File: config.mk
export PLATFORM = sky130hd
export DESIGN_NAME = noc_test_supervisor
export DESIGN_NICKNAME = d
export VERILOG_FILES = /design/src/rtl/noc_test_pkg.sv /design/src/rtl/noc_watchdog_counter.sv /design/src/rtl/noc_test_supervisor.sv
export SDC_FILE = /design/constraint.sdc
export NUM_CORES = 1
export LEC_CHECK = 0
export ABC_CLOCK_PERIOD_IN_PS = 2400
export CORE_UTILIZATION = 40
export DETAILED_ROUTE_END_ITERATION = 6
export GPL_TIMING_DRIVEN = 0
export PLACE_DENSITY = 0.64
export SYNTH_ARGS = -nofsm -noshare
export SYNTH_HDL_FRONTEND = slang
export SYNTH_SLANG_ARGS = --single-unit
File: constraint.sdc
create_clock -name clock -period 2.4 [get_ports clock]
set_input_delay 0.24 -clock clock [delete_from_list [all_inputs] [get_ports clock]]
set_output_delay 0.24 -clock clock [all_outputs]
set_load 0.03 [all_outputs]
File: src/rtl/noc_test_pkg.sv
// Shared types and helpers for the NoC test supervisor and the harnesses it watches.
package noc_test_pkg;

  typedef enum logic [1:0] {
    IDLE   = 2'd0,
    RUN    = 2'd1,
    SETTLE = 2'd2,
    DONE   = 2'd3
  } sup_state_e;

  // Widest harness vector the lowest-set-index helper accepts.
  localparam int MAX_HARNESS = 64;

  // Width of a harness index; a single harness still gets a 1-bit id.
  function automatic int id_width(input int n);
    return (n > 1) ? $clog2(n) : 1;
  endfunction

  // Index of the lowest set bit, 0 when no bit is set.
  function automatic int lowest_set_index(input logic [MAX_HARNESS-1:0] vec);
    int idx;
    idx = 0;
    for (int i = MAX_HARNESS - 1; i >= 0; i--) begin
      if (vec[i]) idx = i;
    end
    return idx;
  endfunction

endpackage

File: src/rtl/noc_watchdog_counter.sv
// Saturating up-counter with a one-shot limit strobe.
// hit is combinational: it flags the increment that takes count from LIMIT-1 to LIMIT.
module noc_watchdog_counter #(
  parameter int CNT_W = 32,
  parameter int LIMIT = 1
) (
  input  logic             clock,
  input  logic             reset,
  input  logic             clear,
  input  logic             inc,
  output logic [CNT_W-1:0] count,
  output logic             hit
);

  localparam logic [CNT_W-1:0] LAST = CNT_W'(LIMIT - 1);

  assign hit = inc && (count == LAST);

  // Count up on inc, hold at all-ones, clear has priority over inc.
  always_ff @(posedge clock) begin
    if (!reset) begin
      count <= '0;
    end else if (clear) begin
      count <= '0;
    end else if (inc && (count != '1)) begin
      count <= count + CNT_W'(1);
    end
  end

endmodule

File: src/rtl/noc_test_supervisor.sv
// Simulation supervisor: latches harness successes, watches for errors and a
// global cycle timeout, and reports one registered verdict on done.
// Optional macro NOC_SIM_FINISH_EN (ignored when SYNTHESIS is defined) prints the
// verdict on entry to DONE and ends the simulation ($finish on pass, $fatal on fail).
module noc_test_supervisor
  import noc_test_pkg::*;
#(
  parameter int NUM_HARNESS    = 4,
  parameter int TIMEOUT_CYCLES = 100000,
  parameter int SETTLE_CYCLES  = 8,
  parameter int CNT_W          = 32,
  parameter int ID_W           = id_width(NUM_HARNESS),
  parameter int SET_W          = $clog2(SETTLE_CYCLES) + 1
) (
  input  logic                   clock,
  input  logic                   reset,
  input  logic                   start,
  input  logic [NUM_HARNESS-1:0] th_success,
  input  logic [NUM_HARNESS-1:0] th_error,
  output logic                   done,
  output logic                   pass,
  output logic                   fail_error,
  output logic                   fail_timeout,
  output logic [NUM_HARNESS-1:0] success_mask,
  output logic [ID_W-1:0]        first_error_id,
  output logic [CNT_W-1:0]       cycle_count,
  output logic [1:0]             state_dbg,
  output logic [SET_W-1:0]       settle_dbg
);

  localparam logic [1:0] ST_IDLE   = IDLE;
  localparam logic [1:0] ST_RUN    = RUN;
  localparam logic [1:0] ST_SETTLE = SETTLE;
  localparam logic [1:0] ST_DONE   = DONE;

  // Handshake: start is a single-cycle request with no ready; it is accepted only
  // in IDLE or DONE and silently dropped in RUN/SETTLE. done is a level that stays
  // high with a frozen verdict until reset or the next accepted start.

  logic [1:0]             state_q, state_d;
  logic                   done_q, done_d;
  logic                   pass_q, pass_d;
  logic                   ferr_q, ferr_d;
  logic                   fto_q, fto_d;
  logic [NUM_HARNESS-1:0] mask_q, mask_d, mask_upd;
  logic [ID_W-1:0]        ferr_id_q, ferr_id_d, err_idx;
  logic                   arm, any_err, mask_full;
  logic                   cyc_inc, cyc_hit;
  logic                   settle_clear, settle_inc, settle_hit;

  assign arm       = start && ((state_q == ST_IDLE) || (state_q == ST_DONE));
  assign any_err   = |th_error;
  assign mask_upd  = mask_q | th_success;
  assign mask_full = &mask_upd;
  assign err_idx   = ID_W'(lowest_set_index(MAX_HARNESS'(th_error)));

  assign cyc_inc      = (state_q == ST_RUN) || (state_q == ST_SETTLE);
  assign settle_clear = arm || (state_q == ST_RUN);
  assign settle_inc   = (state_q == ST_SETTLE) && !any_err;

  noc_watchdog_counter #(
    .CNT_W (CNT_W),
    .LIMIT (TIMEOUT_CYCLES)
  ) u_cycle_cnt (
    .clock (clock),
    .reset (reset),
    .clear (arm),
    .inc   (cyc_inc),
    .count (cycle_count),
    .hit   (cyc_hit)
  );

  noc_watchdog_counter #(
    .CNT_W (SET_W),
    .LIMIT (SETTLE_CYCLES)
  ) u_settle_cnt (
    .clock (clock),
    .reset (reset),
    .clear (settle_clear),
    .inc   (settle_inc),
    .count (settle_dbg),
    .hit   (settle_hit)
  );

  // Next-state and verdict decision; priority is error > full mask > timeout.
  always_comb begin
    state_d   = state_q;
    done_d    = done_q;
    pass_d    = pass_q;
    ferr_d    = ferr_q;
    fto_d     = fto_q;
    mask_d    = mask_q;
    ferr_id_d = ferr_id_q;
    case (state_q)
      ST_IDLE, ST_DONE: begin
        if (start) begin
          state_d   = ST_RUN;
          done_d    = 1'b0;
          pass_d    = 1'b0;
          ferr_d    = 1'b0;
          fto_d     = 1'b0;
          mask_d    = '0;
          ferr_id_d = '0;
        end
      end
      ST_RUN: begin
        mask_d = mask_upd;
        if (any_err) begin
          state_d   = ST_DONE;
          done_d    = 1'b1;
          ferr_d    = 1'b1;
          ferr_id_d = err_idx;
        end else if (mask_full) begin
          state_d = ST_SETTLE;
        end else if (cyc_hit) begin
          state_d = ST_DONE;
          done_d  = 1'b1;
          fto_d   = 1'b1;
        end
      end
      ST_SETTLE: begin
        if (any_err) begin
          state_d   = ST_DONE;
          done_d    = 1'b1;
          ferr_d    = 1'b1;
          ferr_id_d = err_idx;
        end else if (settle_hit) begin
          state_d = ST_DONE;
          done_d  = 1'b1;
          pass_d  = 1'b1;
        end
      end
      default: state_d = ST_IDLE;
    endcase
  end

  // State and verdict registers; reset clears everything.
  always_ff @(posedge clock) begin
    if (!reset) begin
      state_q   <= ST_IDLE;
      done_q    <= 1'b0;
      pass_q    <= 1'b0;
      ferr_q    <= 1'b0;
      fto_q     <= 1'b0;
      mask_q    <= '0;
      ferr_id_q <= '0;
    end else begin
      state_q   <= state_d;
      done_q    <= done_d;
      pass_q    <= pass_d;
      ferr_q    <= ferr_d;
      fto_q     <= fto_d;
      mask_q    <= mask_d;
      ferr_id_q <= ferr_id_d;
    end
  end

  assign done           = done_q;
  assign pass           = pass_q;
  assign fail_error     = ferr_q;
  assign fail_timeout   = fto_q;
  assign success_mask   = mask_q;
  assign first_error_id = ferr_id_q;
  assign state_dbg      = state_q;

`ifdef NOC_SIM_FINISH_EN
`ifndef SYNTHESIS
  logic done_seen;

  // Report the verdict once on entry to DONE, then end the run.
  always_ff @(posedge clock) begin
    if (!reset) begin
      done_seen <= 1'b0;
    end else begin
      done_seen <= done_q;
      if (done_q && !done_seen) begin
        $display("noc_test_supervisor: pass=%0b fail_error=%0b fail_timeout=%0b cycle_count=%0d success_mask=%0h first_error_id=%0d",
                 pass_q, ferr_q, fto_q, cycle_count, mask_q, ferr_id_q);
        if (pass_q) $finish;
        else $fatal(1, "noc_test_supervisor: run did not pass");
      end
    end
  end
`endif
`endif

endmodule
==> results.tsv, run 1 <==
stage	metric	value	unit
logic_synthesis	avgSynthCellArea	8.22	sq um
timing	finalSetupViolations	0	
routing	routed_via_density	5.81	
timing	rsz0062_at_grt	yes	
routing	drt-total-wl	7250	microns
setup_path	worst_path_max_delay_cell	or4_4	
logic_synthesis	async_flop_share	0	%
clocking	clk_pin_slew	0.09	ns
floorplanning	dieArea	6590	sq um
floorplanning	die_width	81.2	microns
clocking	worstSkewPairLatency	0.30	ns
grt	grt_max_degree	14	
timing	finClkSkew	0.00516	ns
floorplanning	num_rows	28	
clocking	root_buffer	clkbuf_8	
setup_path	crit_buf_inv	1	
grt	grt_pass1_wl	11800	microns
run_status	outcome	finished clean	
timing	fin_crit	2.28	ns
setup_path	r2r-end	u_cycle_cnt.count[26]	
logic_synthesis	synth_cell_types	51	
routing	wl_per_cell	16.1	microns
setup_path	r2r_cells	6	
logic_synthesis	synth_ff_type	dfxtp_1	
routing	drc	0	
pwr	p_per_area	627	nW/um^2
placed_design	placed_area	3180	sq um
setup_path	critPathLaunch	u_cycle_cnt.count[11]	
layout	antennaDiodeCount	0	
placed_design	port-buffer-count	58	
timing	finalSetupTns	0	ns
setup_path	crit_family	simple AND/OR/NAND/NOR gates	
pwr	leakagePower	1.10	nW
setup_path	crit_type	reg -> reg	
setup_path	cp-endpoint	u_cycle_cnt.count[26]	
pwr	p_total	2.10	mW
setup_path	required	2.65	ns
timing	fmax	439	MHz
routing	routed-via-count	2609	
floorplanning	io_pins	59	
placed_design	dp_hpwl	5080	microns
floorplanning	start_util	41.8	%
setup_path	worstPathCellList	nand4_2, or3_1, buf_2, or4_4, or4_1, nand2_1	
layout	design_area	3350	sq um
clocking	clkSinkCount	48	
setup_path	r2r-start	u_cycle_cnt.count[11]	
routing	ant_nets	0	
setup_path	ff2ff_setup_slack	0.12	ns
grt	grt_usage	23.0	%
timing	tightest_slew	0.791	ns
timing	period_share	95.0	%
layout	fin_util	55.8	%
clocking	numCtsBuffers	5	
placed_design	globalplace.congestion	0.885	
logic_synthesis	synth_seq_area_share	38.3	%
clocking	h-tree-depth	2	
layout	nets	389	
setup_path	crit_cells	6	
timing	drv_slew	0	
placed_design	dp.cells	438	
logic_synthesis	ys_seq_elements	48	
logic_synthesis	synth_edf_count	0	
timing	relSlewSlack	46.8	%
layout	drive_gt1_share	11.2	%
layout	mostFrequentLayoutCells	clkdlybuf4s50_1 (58), dfxtp_1 (47), nor2_1 (33)	
grt	antenna_found_initial	0	
logic_synthesis	yosys_warnings	0	
hold_path	worstHoldPathType	reg -> reg	
setup_path	cp_max_fo	6	
logic_synthesis	syn_nets	320	
setup_path	max_stage_delay	0.49	ns
logic_synthesis	syn-cell-area	2510	sq um
logic_synthesis	netlist_instances	305	
routing	first_pass_iters	4	
grt	grt_pass1_vias	2423	
floorplanning	fp.dieH	81.2	microns
pwr	ir_drop	416	uV
layout	final_common_cell	clkdlybuf4s50_1	
setup_path	crit_path_start_kind	flop	
run	maxCapViolations	0	
setup_path	crit_path_end_kind	flop	
layout	synthToLayoutAreaGrowth	33.5	%
layout	fin_cells	449	
floorplanning	coreArea	5990	sq um
timing	hold_viol_final	0	
clocking	clockBufferDepth	2	
grt	gr-total-overflow	0	
routing	drt_iter0_markers	128	
clocking	cts_hold_buf	0	
setup_path	arrival	2.53	ns
clocking	cts_tree	done	
## synth_stat cells, types with 2 or more instances
cell	number	share of area [%]
a31o_2	3	1.0
nand2_1	26	3.9
nor4_1	13	3.2
and2_1	3	0.75
nand4_1	13	3.2
ha_1	4	2.0
o31ai_1	8	2.4
nand3_1	13	2.6
a221oi_1	2	0.70
nor2b_1	4	1.0
nor3_1	9	1.8
buf_2	4	0.80
a31oi_1	6	1.5
or3_1	2	0.50
dfxtp_1	48	38
nor2_1	33	4.9
a21oi_1	32	6.4
clkbuf_1	6	0.90
inv_1	8	1.2
nand3b_1	2	0.60
xnor2_1	12	4.2
or4_1	9	2.7
o21ai_0	11	2.2
nor4_2	3	1.5
and3_1	2	0.50
and4_1	4	1.4
## routing by layer
layer | vias up | routed length (microns) | track usage, %
met5 | - | 0 | 0
met4 | 0 | 91 | 7.86
met2 | 81 | 3430 | 38.9
met1 | 1230 | 3340 | 29.2
li1 | 1287 | - | -
met3 | 11 | 388 | 4.04
## cell type report
class / count / area, sq um
tap: 75 / 93.8
sequential: 48 / 962
timing repair buffer: 62 / 611
clock inverter: 1 / 5.00
inverter: 8 / 30.0
fill: 558 / 2650
multi-input combinational: 237 / 1510
clock buffer: 6 / 72.6
buffer: 12 / 57.6
## worst min path at each step
stage,start,endpoint,slack (ns),depth (start not counted)
after global placement,first_error_id[0],first_error_id[0],0.45,2
after detailed placement,first_error_id[0],first_error_id[0],0.45,2
after floorplan,reset,done,0.36,2
after CTS,first_error_id[0],first_error_id[0],0.47,2
final,first_error_id[0],first_error_id[0],0.47,2
after global routing,first_error_id[0],first_error_id[0],0.51,2
## through the flow
step / hold slack, ns / setup WS [ns]
after global routing: 0.506 / -0.0297
after CTS: 0.470 / 0.0160
after detailed placement: 0.455 / -0.150
after floorplan: 0.356 / 0.0478
final: 0.474 / 0.121
after global placement: 0.448 / -0.107
## tightest hold or removal path: stages, from the launching register on
cell and delay [ns]:
dfxtp_1 0.32, nand2_1 0.06, a21oi_1 0.05
## state kept, by name, indices dropped and copies added, names as in the netlist
name,cells
state_dbg,2
first_error_id,2
pass,1
fail_timeout,1
done,1
u_settle_cnt.count,4
u_cycle_cnt.count,32
fail_error,1
success_mask,4
## power breakdown
part	internal [mW]	switching, mW	total [mW]
clock network	0.199	0.266	0.465
logic	0.255	0.476	0.731
registers	0.853	0.0495	0.902
## cell families after synthesis
kind of cell             Yosys count  synth area share (%)
adder cells (fa/ha/maj)            4                  2.00
AND/OR/NAND/NOR                  147                  33.0
multiplexers                       1                 0.399
XOR/XNOR                          13                  4.54
flip-flops                        48                  38.3
buffers and inverters             20                  3.34
AO/OA/AOI/OAI                     72                  18.4
## what timing repair did
action	4_1_cts	5_1_grt
pin swaps	1	2
cloned	0	0
buffers inserted	0	4
resized for setup	4	11
setup endpoints to repair	25	33
Power figures use the tool's default switching activity.
==> run 2: changes to the inputs <==
Settings changed: ABC_CLOCK_PERIOD_IN_PS 2400 to 2600.
Clock period 2.4 ns to 2.6 ns, I/O delays scaled along.
==> results.tsv, run 2 (synthesized netlist as in run 1, its figures left out) <==
stage	metric	value	unit	change
run_status	outcome	finished clean		
setup_path	required	2.85	ns	+0.20 ns
clocking	cts_setup_buffers	0		unchanged
timing	fmax	419	MHz	-4.5%
layout	top_register	u_cycle_cnt.count		
timing	fin_crit	2.39	ns	+0.108 ns
routing	routed_via_density	5.84		+0.59%
setup_path	worst_path_max_delay_cell	or4_4		
clocking	clockBufferDepth	2		unchanged
hold_path	worstHoldPathType	reg -> reg		
pwr	ir_drop	383	uV	-7.8%
floorplanning	dieArea	6590	sq um	unchanged
grt	grt_pass1_vias	2418		-0.21%
floorplanning	coreArea	5990	sq um	unchanged
clocking	cts_hold_buf	0		unchanged
grt	grt_usage	22.9	%	-0.024 points
setup_path	crit_type	reg -> reg		
timing	finClkSkew	0.00390	ns	-0.00126 ns
timing	finalSetupViolations	0		unchanged
clocking	cts_tree	done		
routing	first_pass_iters	4		unchanged
layout	drive_gt1_share	7.57	%	-3.7 points
clocking	worstSkewPairLatency	0.30	ns	about the same
placed_design	post-place-ws	0.0503	ns	+0.200 ns
layout	fillers	565		+1.3%
grt	grt_pass1_wl	11700	microns	-0.18%
floorplanning	die_width	81.2	microns	unchanged
timing	relSlewSlack	40.2	%	-6.6 points
layout	fin_cells	445		-0.89%
setup_path	cp_max_fo	8		+2
setup_path	arrival	2.64	ns	+0.11 ns
setup_path	cp_common_cell	nand2_1		
floorplanning	num_rows	28		unchanged
routing	ant_nets	0		unchanged
timing	drv_slew	0		unchanged
grt	gr-total-overflow	0		unchanged
run	maxCapViolations	0		unchanged
floorplanning	io_pins	59		unchanged
placed_design	port-buffer-count	58		unchanged
setup_path	worstPathCellList	inv_1, ha_1, nor2b_1, nand2_1, or4_4, or4_1, nand2_1		
grt	antenna_found_initial	0		unchanged
layout	synthToLayoutAreaGrowth	30.8	%	
placed_design	globalplace.congestion	0.885		unchanged
clocking	root_buffer	clkbuf_8		
grt	grt_max_degree	14		unchanged
timing	hold_viol_final	0		unchanged
routing	drt_iter0_markers	154		+20%
placed_design	dp_hpwl	5080	microns	unchanged
timing	rsz0062_at_grt	no		
timing	period_share	91.8	%	-3.2 points
routing	wl_per_cell	16.1	microns	-0.52%
layout	final_common_cell	clkdlybuf4s50_1		
placed_design	dp.cells	438		unchanged
routing	drc	0		unchanged
timing	setup_ws	0.213	ns	+0.0925 ns
pwr	p_per_area	588	nW/um^2	-6.3%
clocking	cts_resized	0		-4
clocking	clkSinkCount	48		unchanged
setup_path	max_stage_delay	0.48	ns	about the same
floorplanning	start_util	41.8	%	unchanged
timing	finalSetupTns	0	ns	unchanged
placed_design	placed_area	3180	sq um	unchanged
layout	mostFrequentLayoutCells	clkdlybuf4s50_1 (58), dfxtp_1 (48), nor2_1 (33)		
routing	drt-total-wl	7150	microns	-1.4%
pwr	p_total	1.93	mW	-8.2%
layout	antennaDiodeCount	0		unchanged
clocking	numCtsBuffers	5		unchanged
routing	routed-via-count	2601		-0.31%
timing	tightest_slew	0.897	ns	+0.106 ns
clocking	h-tree-depth	2		unchanged
setup_path	crit_path_start_kind	flop		
setup_path	crit_path_end_kind	flop		
clocking	clk_pin_slew	0.09	ns	about the same
layout	largest_reg_flops	32		unchanged
layout	design_area	3280	sq um	-2.0%
layout	nets	385		-1.0%
pwr	leakagePower	1.07	nW	-2.5%
floorplanning	fp.dieH	81.2	microns	unchanged
==> run 2: area by class of cell <==
type / instances / area, sq um / area share (%)
Buffer: 12 / 56.3 / 1.72
Sequential cell: 48 / 961 / 29.3
Clock inverter: 1 / 5.00 / 0.153
Clock buffer: 6 / 72.6 / 2.21
Tap cell: 75 / 93.8 / 2.86
Multi-Input combinational cell: 237 / 1480 / 45.1
Timing Repair Buffer: 58 / 581 / 17.7
Inverter: 8 / 30.0 / 0.916
==> run 2: report_power, final <==
part / switching (mW) / internal [mW]
Sequential: 0.0458 / 0.787
Combinational: 0.432 / 0.232
Clock: 0.247 / 0.184
==> run 2: path summary, 6_finish.rpt <==
| path | from | to | slack [ns] | depth (start not counted) |
|---|---|---|---|---|
| worst max-delay path | state_dbg[0] | u_cycle_cnt.count[26] | 0.21 | 7 |
| worst min register to register | first_error_id[0] | first_error_id[0] | 0.47 | 2 |
| worst max register to register | state_dbg[0] | u_cycle_cnt.count[26] | 0.21 | 7 |
| worst min-delay path | first_error_id[0] | first_error_id[0] | 0.47 | 2 |
==> run 2: layer usage <==
layer	global-route usage [%]	vias up	part of all wire [%]
met5	0	-	0
met2	38.8	74	48
met4	7.86	0	1.1
li1	-	1278	-
met1	29.2	1240	46
met3	4.04	9	4.3
==> run 2: through the flow <==
step	utilization [%]	hold WS, ns
2_1_floorplan	-	0.376
3_3_place_gp	53.1	0.448
3_5_place_dp	53.1	0.455
4_1_cts	54.4	0.470
5_1_grt	54.7	0.506
6_report	54.7	0.474
==> run 2: critical path: cells and delay by family (launching register included) <==
family	cells	cell delay (ns)
DFF	1	0.38
buffers and inverters	1	0.08
adders and majority gates	1	0.38
and+or+nand+nor	5	1.50
